File: src/rtl/coco_irq_pkg.sv
// Shared definitions for the coco interrupt controller: FSM states,
// register map and CTRL bit positions.
package coco_irq_pkg;

    typedef enum logic [1:0] {
        IRQ_IDLE    = 2'd0,
        IRQ_ASSERT  = 2'd1,
        IRQ_SERVICE = 2'd2
    } irq_state_e;

    localparam logic [1:0] ADDR_CTRL = 2'd0;
    localparam logic [1:0] ADDR_MASK = 2'd1;
    localparam logic [1:0] ADDR_PEND = 2'd2;
    localparam logic [1:0] ADDR_VEC  = 2'd3;

    localparam int CTRL_EN   = 0;
    localparam int CTRL_EDGE = 1;

endpackage

File: src/rtl/coco_prio_enc.sv
// Lowest-index-wins priority encoder: index of the lowest set request bit
// plus a valid flag. Index is 0 when nothing is requesting.
module coco_prio_enc #(
    parameter int N_SRC = 6,
    parameter int VEC_W = 4
) (
    input  logic [N_SRC-1:0] req,
    output logic [VEC_W-1:0] idx,
    output logic             valid
);

    // NOTE: every always_comb output gets a default first so no latch is inferred.
    always_comb begin
        idx = '0;
        for (int i = N_SRC - 1; i >= 0; i--) begin
            if (req[i]) idx = VEC_W'(i);
        end
    end

    assign valid = |req;

endmodule

File: src/rtl/coco_irq_ctrl.sv
// Interrupt controller: captures and masks peripheral lines, arbitrates by
// fixed priority and runs a claim / EOI handshake with software.
module coco_irq_ctrl
    import coco_irq_pkg::*;
#(
    parameter int N_SRC = 6,
    parameter int VEC_W = 4
) (
    input  logic             clk_i,
    input  logic             rst_n_i,
    input  logic [3:2]       add_i,
    input  logic             we_i,
    input  logic [31:0]      dat_i,
    output logic [31:0]      dat_o,
    input  logic [N_SRC-1:0] src_i,
    output logic             irq_o,
    output logic [VEC_W-1:0] vec_o
);

    logic             en;
    logic             edge_mode;
    logic [N_SRC-1:0] mask;
    logic [N_SRC-1:0] pend;
    logic [N_SRC-1:0] src_q;
    logic             isv;
    irq_state_e       state;

    logic [N_SRC-1:0] act;
    logic [N_SRC-1:0] set;
    logic [N_SRC-1:0] clr;
    logic [VEC_W-1:0] top;
    logic             act_valid;
    logic             any;
    logic             wr_ctrl, wr_mask, wr_pend, wr_vec;
    logic             claim;
    logic             unused_dat;

    assign wr_ctrl = we_i && (add_i == ADDR_CTRL);
    assign wr_mask = we_i && (add_i == ADDR_MASK);
    assign wr_pend = we_i && (add_i == ADDR_PEND);
    assign wr_vec  = we_i && (add_i == ADDR_VEC);

    assign act = pend & mask;
    assign any = en & act_valid;

    coco_prio_enc #(.N_SRC(N_SRC), .VEC_W(VEC_W)) u_prio (
        .req   (act),
        .idx   (top),
        .valid (act_valid)
    );

    // A claim is only honoured while the request is still live.
    assign claim = (state == IRQ_ASSERT) && wr_vec && any;
    assign set   = edge_mode ? (src_i & ~src_q) : src_i;
    assign clr   = (wr_pend ? dat_i[N_SRC-1:0] : '0)
                 | (claim ? (N_SRC'(1) << top) : '0);

    // NOTE: sequential state uses non-blocking assignments only.
    always_ff @(posedge clk_i or negedge rst_n_i) begin
        if (!rst_n_i) begin
            en        <= 1'b0;
            edge_mode <= 1'b0;
            mask      <= '0;
            pend      <= '0;
            src_q     <= '0;
        end else begin
            src_q <= src_i;
            pend  <= (pend & ~clr) | set;
            if (wr_ctrl) begin
                en        <= dat_i[CTRL_EN];
                edge_mode <= dat_i[CTRL_EDGE];
            end
            if (wr_mask) mask <= dat_i[N_SRC-1:0];
        end
    end

    always_ff @(posedge clk_i or negedge rst_n_i) begin
        if (!rst_n_i) begin
            state <= IRQ_IDLE;
            irq_o <= 1'b0;
            vec_o <= '0;
            isv   <= 1'b0;
        end else begin
            unique case (state)
                IRQ_IDLE: begin
                    if (any) begin
                        state <= IRQ_ASSERT;
                        irq_o <= 1'b1;
                    end
                end
                IRQ_ASSERT: begin
                    if (!any) begin
                        state <= IRQ_IDLE;
                        irq_o <= 1'b0;
                    end else if (wr_vec) begin
                        state <= IRQ_SERVICE;
                        irq_o <= 1'b0;
                        vec_o <= top;
                        isv   <= 1'b1;
                    end
                end
                IRQ_SERVICE: begin
                    irq_o <= 1'b0;
                    if (wr_vec) begin
                        state <= IRQ_IDLE;
                        isv   <= 1'b0;
                    end
                end
                default: begin
                    state <= IRQ_IDLE;
                    irq_o <= 1'b0;
                end
            endcase
        end
    end

    always_comb begin
        dat_o = '0;
        unique case (add_i)
            ADDR_CTRL: begin
                dat_o[CTRL_EN]   = en;
                dat_o[CTRL_EDGE] = edge_mode;
            end
            ADDR_MASK: dat_o[N_SRC-1:0] = mask;
            ADDR_PEND: dat_o[N_SRC-1:0] = pend;
            ADDR_VEC: begin
                dat_o[31]        = isv;
                dat_o[VEC_W-1:0] = (state == IRQ_SERVICE) ? vec_o : top;
            end
            default: dat_o = '0;
        endcase
    end

    // Write-data bits above the register widths have no home.
    assign unused_dat = &{1'b0, dat_i};

endmodule

File: config.mk
export PLATFORM = sky130hd
export DESIGN_NAME = coco_irq_ctrl
export DESIGN_NICKNAME = d
export VERILOG_FILES = /design/src/rtl/coco_irq_pkg.sv /design/src/rtl/coco_prio_enc.sv /design/src/rtl/coco_irq_ctrl.sv
export SDC_FILE = /design/constraint.sdc
export NUM_CORES = 1
export LEC_CHECK = 0
export ABC_CLOCK_PERIOD_IN_PS = 2000
export BUFFER_PORTS_ARGS = -buffer_cell sky130_fd_sc_hd__clkbuf_2
export CAP_MARGIN = 5
export CORE_AREA = 5 5 66 68
export DETAILED_ROUTE_END_ITERATION = 7
export DIE_AREA = 0 0 71 73
export HOLD_SLACK_MARGIN = 0.12
export PLACE_DENSITY_LB_ADDON = 0.15
export REMOVE_ABC_BUFFERS = 1
export SLEW_MARGIN = 20
export SYNTH_ARGS = -nofsm -noshare
export SYNTH_HDL_FRONTEND = slang
export SYNTH_SLANG_ARGS = --single-unit
export TNS_END_PERCENT = 50
File: constraint.sdc
create_clock -name clk_i -period 2 [get_ports clk_i]
set_clock_uncertainty 0.2 [all_clocks]
set_input_delay 0.2 -clock clk_i [delete_from_list [all_inputs] [get_ports clk_i]]
set_output_delay 0.2 -clock clk_i [all_outputs]
set_load 0.05 [all_outputs]
==> results.sh, run 1 <==
export IMPL_finalPower_w=0.00184
export IMPL_violations="negative setup slack"
export IMPL_post_route_util_pct=53.8
export IMPL_start_util_pct=42.0
export IMPL_setup_viol_count_final=2
export IMPL_synth_ff_type="dfrtp_1"
export IMPL_die_h_microns=73
export IMPL_gp_congestion=0.839
export IMPL_yosysTopAreaCell="dfrtp_1"
export IMPL_drcViolationCount=0
export IMPL_yosys_top_cells_area="dfrtp_1, buf_4, nand2_1, mux2_2, ha_1"
export IMPL_cts_buffers=3
export IMPL_netlist_area_sq_um=1600
export IMPL_synth_edf_count=0
export IMPL_maxCapViolCount=0
export IMPL_critPathCaptureType="output port"
export IMPL_diodes=0
export IMPL_port_buffers=27
export IMPL_yosysSeqAreaShare_pct=42.4
export IMPL_place_hpwl_mm=2.95
export IMPL_die_x_microns=71
export IMPL_layout_setup_ws_ns=-0.130
export IMPL_antenna_found_initial=0
export IMPL_fin_hold_ws_ns=0.284
export IMPL_synth_top_area_share_pct=42.4
export IMPL_avgViaCountPerCell=4.88
export IMPL_fin_nets=266
export IMPL_grt_pass1_vias=1309
export IMPL_wl_met3_microns=212
export IMPL_cts_tree="done"
export IMPL_hold_class="in2async"
export IMPL_hold_viol_final=0
export IMPL_yosysWarningCount=0
export IMPL_ys_types=39
export IMPL_totalWireLength_mm=3.81
export IMPL_crit_type="reg2out"
export IMPL_cp_max_fo=2
export IMPL_startpoint_type="register"
export IMPL_crit_chain="a22oi_4 > nand3_2 > or3_1 > a31oi_1 > clkbuf_8"
export IMPL_grt_util_all_layers_pct=15.0
export IMPL_clk_latency_ns=0.27
export IMPL_tns_ns=-0.206
export IMPL_vias=1304
export IMPL_max_freq_mhz=469
export IMPL_ctsRootBufferMaster="clkbuf_8"
export IMPL_rows=23
export IMPL_status="complete, but fails checks"
export IMPL_dieArea_sq_um=5180
export IMPL_wl_per_cell_microns=14.3
export IMPL_worst_slew_pin_slew_ns=0.680
export IMPL_drt_first_pass_iters=4
export IMPL_path_clk_slew_ns=0.09
export IMPL_cts_htree_levels=1
export IMPL_grt_max_degree=28
export IMPL_syn_to_final_growth_pct=28.1
export IMPL_grt_overflow=0
export IMPL_layout_commonest_cell="nand2_1"
export IMPL_irDropWorstVdd_uv=359
export IMPL_fin_crit_ns=2.13
export IMPL_required_ns=1.60
export IMPL_synthArstFlopShare_pct=100
export IMPL_arrival_ns=1.73
export IMPL_maxSlewHeadroom_pct=54.7
export IMPL_syn_inst=160
export IMPL_first_iter_violations=60
export IMPL_power_density_nw_per_um2=898
export IMPL_grt_pass1_wl_mm=6.15
export IMPL_core_region_area_sq_um=3800
export IMPL_period_share_pct=106
export IMPL_postRouteAntennaNets=0
export IMPL_drive_gt1_share_pct=33.6
export IMPL_synth_seq_cells=27
export IMPL_dr_max_layer_used="met4"
export IMPL_rsz0062_at_grt="yes"
export IMPL_cts_sinks=27
export IMPL_route_met2_wl_mm=1.89
export IMPL_cpPeakStageDelay_ns=0.42
export IMPL_ff2ff_path_depth=5
export IMPL_slew_viol_final=0
export IMPL_wl_met1_mm=1.66
export IMPL_layout_common_cells="nand2_1, conb_1, dfrtp_1, clkbuf_2, buf_4"
export IMPL_avgSynthCellArea_sq_um=9.97
export IMPL_leakagePower_nw=0.967
export IMPL_crit_slowest_cell="dfrtp_1"
export IMPL_clock_path_buffers=2
export IMPL_pin_count=80
state kept, by name (all words and copies together), names as in the netlist:
| signal | cells |
|---|---|
| mask | 6 |
| vec_o | 3 |
| state | 2 |
| isv | 1 |
| en | 1 |
| edge_mode | 1 |
| src_q | 6 |
| pend | 6 |
| irq_o | 1 |
area by class of cell:
type / instances / area [sq um]
clock buffers: 3 / 41.3
multi-input cells: 127 / 835
clock inverters: 1 / 5.00
repair buffers: 56 / 409
well taps: 50 / 62.6
flip-flops and latches: 27 / 679
fillers: 381 / 1760
inverters: 3 / 11.3
cell families (layout without fill, tap and decap cells):
group / count (synthesis) / count (layout) / synth area share (%)
and+or+nand+nor: 55 / 55 / 17.0
AOI/OAI and AO/OA: 32 / 32 / 16.4
buffers and inverters: 31 / 63 / 13.5
DFF: 27 / 27 / 42.4
muxes: 9 / 9 / 6.59
adders and majority gates: 5 / 5 / 3.92
other: 1 / 26 / 0.235
routing by layer:
metal	vias to the layer above	global-route usage (%)
met2	42	26.8
met1	628	18.6
li1	627	-
met3	7	2.62
met4	0	4.18
met5	-	0
where the power goes:
part	switching (W)	internal, W
Clock	0.000172	0.000140
Combinational	0.000506	0.000279
Sequential	0.0000975	0.000642
worst paths after layout:
path                              start        to  slack (ns)
worst max register to register  pend[2]  vec_o[0]        0.18
worst min-delay path            rst_n_i  vec_o[0]        0.28
worst min register to register      isv       isv        0.32
worst max-delay path            pend[2]  dat_o[2]       -0.13
max in group asynchronous       rst_n_i   mask[0]        0.84
min in group clk_i                  isv       isv        0.32
synthesized netlist by cell type (3+ instances only):
master and instances:
buf_4 26, nand2_1 30, a21oi_1 4, a22oi_1 7, a32o_1 3, nor2_1 3, dfrtp_1 27, nand3_1 5
a31oi_1 3, ha_1 5, inv_1 3, nor2b_1 4, mux2_2 8
stage by stage:
step | std cells | setup slack [ns] | instance area, sq um
floorplan | 157 | -0.329 | 1490
global route | 267 | -0.232 | 2040
detailed placement | 247 | 0.0606 | 1780
CTS | 266 | -0.145 | 2010
global placement | 247 | 0.0549 | 1780
finish | 267 | -0.130 | 2040
critical path: cells and delay by family, from the launching register on:
family,cells,cell delay (ns)
flops,1,0.42
buf+inv,1,0.21
compound gates,2,0.42
simple gates,2,0.41
what timing repair did:
action | 4_1_cts | 5_1_grt
buffers inserted | 1 | 1
hold buffers | 14 | 0
pin swaps | 2 | 6
resized for setup | 8 | 10
hold endpoints to repair | 49 | 0
endpoints found under the setup margin | 3 | 4
Power figures use the tool's default switching activity.
==> run 2, diff against run 1 <==
PLACE_DENSITY = 0.77   (was not set)
PLACE_DENSITY_LB_ADDON = not set   (was 0.15)
==> run 2 against run 1 <==
Net effect: the flow still finishes with violations (negative setup slack); design area decreased by 0.73%; core utilization decreased by 0.40 points; via count increased by 0.92%; sequential cell count unchanged; final cell count unchanged; fmax decreased by 2.3%; critical endpoint unchanged; largest cell class unchanged.
==> results.sh, run 2 (synthesis gave the netlist of run 1 again) <==
export IMPL_status="complete, but fails checks"
export IMPL_violations="negative setup slack"
export IMPL_drt_first_pass_iters=4
export IMPL_cts_sinks=27
export IMPL_fin_crit_ns=2.18
export IMPL_maxCapViolCount=0
export IMPL_grt_max_degree=28
export IMPL_vias=1316
export IMPL_cp_max_fo=2
export IMPL_die_h_microns=73
export IMPL_dieArea_sq_um=5180
export IMPL_slew_viol_final=0
export IMPL_cts_tree="done"
export IMPL_pin_count=80
export IMPL_dpl_cell_area_sq_um=1770
export IMPL_layout_setup_ws_ns=-0.181
export IMPL_start_util_pct=42.0
export IMPL_hold_viol_final=0
export IMPL_port_buffers=27
export IMPL_avgViaCountPerCell=4.93
export IMPL_setup_viol_count_final=3
export IMPL_crit_chain="a22oi_4 > nand3_2 > or3_1 > a31oi_1 > clkbuf_8"
export IMPL_worstReg2RegEnd="vec_o[0]"
export IMPL_syn_to_final_growth_pct=27.1
export IMPL_ctsRootBufferMaster="clkbuf_8"
export IMPL_die_x_microns=71
export IMPL_seqPwrFrac_pct=40.1
export IMPL_cts_htree_levels=1
export IMPL_clk_latency_ns=0.28
export IMPL_critPathCaptureType="output port"
export IMPL_stdcell_count=267
export IMPL_drive_gt1_share_pct=31.8
export IMPL_power_density_nw_per_um2=905
export IMPL_dp_cells=246
export IMPL_multi_input_area_sq_um=817
export IMPL_totalWireLength_mm=3.69
export IMPL_drcViolationCount=0
export IMPL_postRouteAntennaNets=0
export IMPL_fillers=346
export IMPL_switching_share_pct=42.1
export IMPL_final_area_sq_um=2030
export IMPL_layout_commonest_cell="nand2_1"
export IMPL_cp_num_buf_inv=1
export IMPL_grt_pass1_wl_mm=5.92
export IMPL_fin_nets=266
export IMPL_first_iter_violations=76
export IMPL_antenna_found_initial=0
export IMPL_cpPeakStageDelay_ns=0.43
export IMPL_arrival_ns=1.78
export IMPL_startpoint_type="register"
export IMPL_hold_class="in2async"
export IMPL_rows=23
export IMPL_rr_startpoint="pend[2]"
export IMPL_clock_path_buffers=2
export IMPL_required_ns=1.60
export IMPL_leakagePower_nw=0.967
export IMPL_wl_per_cell_microns=13.8
export IMPL_reg2reg_setup_slack_ns=0.08
export IMPL_cp_top_family="compound AO/OA/AOI/OAI gates"
export IMPL_max_freq_mhz=459
export IMPL_path_clk_slew_ns=0.10
export IMPL_gp_congestion=0.871
export IMPL_power_frac_comb_pct=42.3
export IMPL_irDropWorstVdd_uv=364
export IMPL_core_region_area_sq_um=3800
export IMPL_grt_overflow=0
export IMPL_rsz0062_at_grt="yes"
export IMPL_grt_util_all_layers_pct=14.4
export IMPL_grt_pass1_vias=1256
export IMPL_internal_power_w=0.00106
export IMPL_diodes=0
export IMPL_period_share_pct=109
export IMPL_worst_slew_pin_slew_ns=0.673
export IMPL_ff2ff_path_depth=6
export IMPL_crit_type="reg2out"
export IMPL_place_hpwl_mm=2.82
export IMPL_seq_area_sq_um=677
export IMPL_top_regs="mask x6, pend x6, src_q x6"
export IMPL_switchingPower_w=0.000773
export IMPL_cts_buffers=3
export IMPL_layout_common_cells="nand2_1, conb_1, dfrtp_1"
export IMPL_crit_slowest_cell="dfrtp_1"
export IMPL_pwr_share_clk_pct=17.6
export IMPL_maxSlewHeadroom_pct=55.1
run 2: cell count changes in the layout (fill, tap and decap cells not counted), sizes merged:
cell	previous run	this run
clkinv	1	0
buf	17	16
clkbuf	28	30
run 2: power groups by stage:
stage | clock network [W] | logic [W] | registers, W
after global placement | 0 | 0.000690 | 0.000741
after global routing | 0.000337 | 0.000834 | 0.000750
final | 0.000323 | 0.000776 | 0.000736
after CTS | 0.000320 | 0.000766 | 0.000734
after detailed placement | 0 | 0.000702 | 0.000744
after floorplan | 0 | 0.000417 | 0.000832
run 2: routing by layer:
| layer | routed length [microns] | vias to the layer above | track usage [%] |
|---|---|---|---|
| met5 | 0 | - | 0 |
| met4 | 91 | 0 | 5.01 |
| met3 | 197 | 11 | 2.62 |
| met2 | 1790 | 39 | 25.4 |
| met1 | 1600 | 637 | 17.7 |
| li1 | - | 629 | - |
run 2: worst max-delay path by stage:
stage / startpoint / to / slack [ns] / depth (start not counted)
after floorplan: pend[2] / dat_o[2] / -0.33 / 4
after global placement: pend[2] / dat_o[2] / 0.06 / 5
after detailed placement: pend[2] / dat_o[2] / 0.05 / 5
after CTS: mask[2] / dat_o[2] / -0.15 / 5
after global routing: pend[2] / dat_o[2] / -0.22 / 5
final: pend[2] / dat_o[2] / -0.18 / 5
run 2: repair_timing:
action | 4_1_cts | 5_1_grt
hold buffers | 14 | 0
resized for setup | 10 | 3
pin swaps | 5 | 2
hold endpoints to repair | 48 | 0
buffers inserted | 2 | 1
endpoints found under the setup margin | 3 | 4
run 2: worst register-to-register path: stages (launching register included):
cell and delay (ns):
dfrtp_1 0.43, a22oi_4 0.23, buf_4 0.14, buf_4 0.11
nand4_1 0.22, nand2_4 0.18, mux2_4 0.31
run 2: metrics by stage:
step	worst slack, ns	util (%)	power [W]	setup TNS [ns]	hold WS [ns]
floorplan	-0.329	-	0.00125	-0.597	-0.296
global placement	0.0551	46.7	0.00143	0	0.0592
detailed placement	0.0543	46.7	0.00145	0	0.0744
CTS	-0.145	53.1	0.00182	-0.222	0.309
global route	-0.225	53.4	0.00192	-0.535	0.336
finish	-0.181	53.4	0.00183	-0.348	0.276
run 2: final cells by class:
cell class | instances | share of cell area [%]
Tap cell | 50 | 3.08
Sequential cell | 27 | 33.4
Timing Repair Buffer | 56 | 20.5
Clock buffer | 4 | 2.22
Multi-Input combinational cell | 127 | 40.3
Inverter | 3 | 0.555
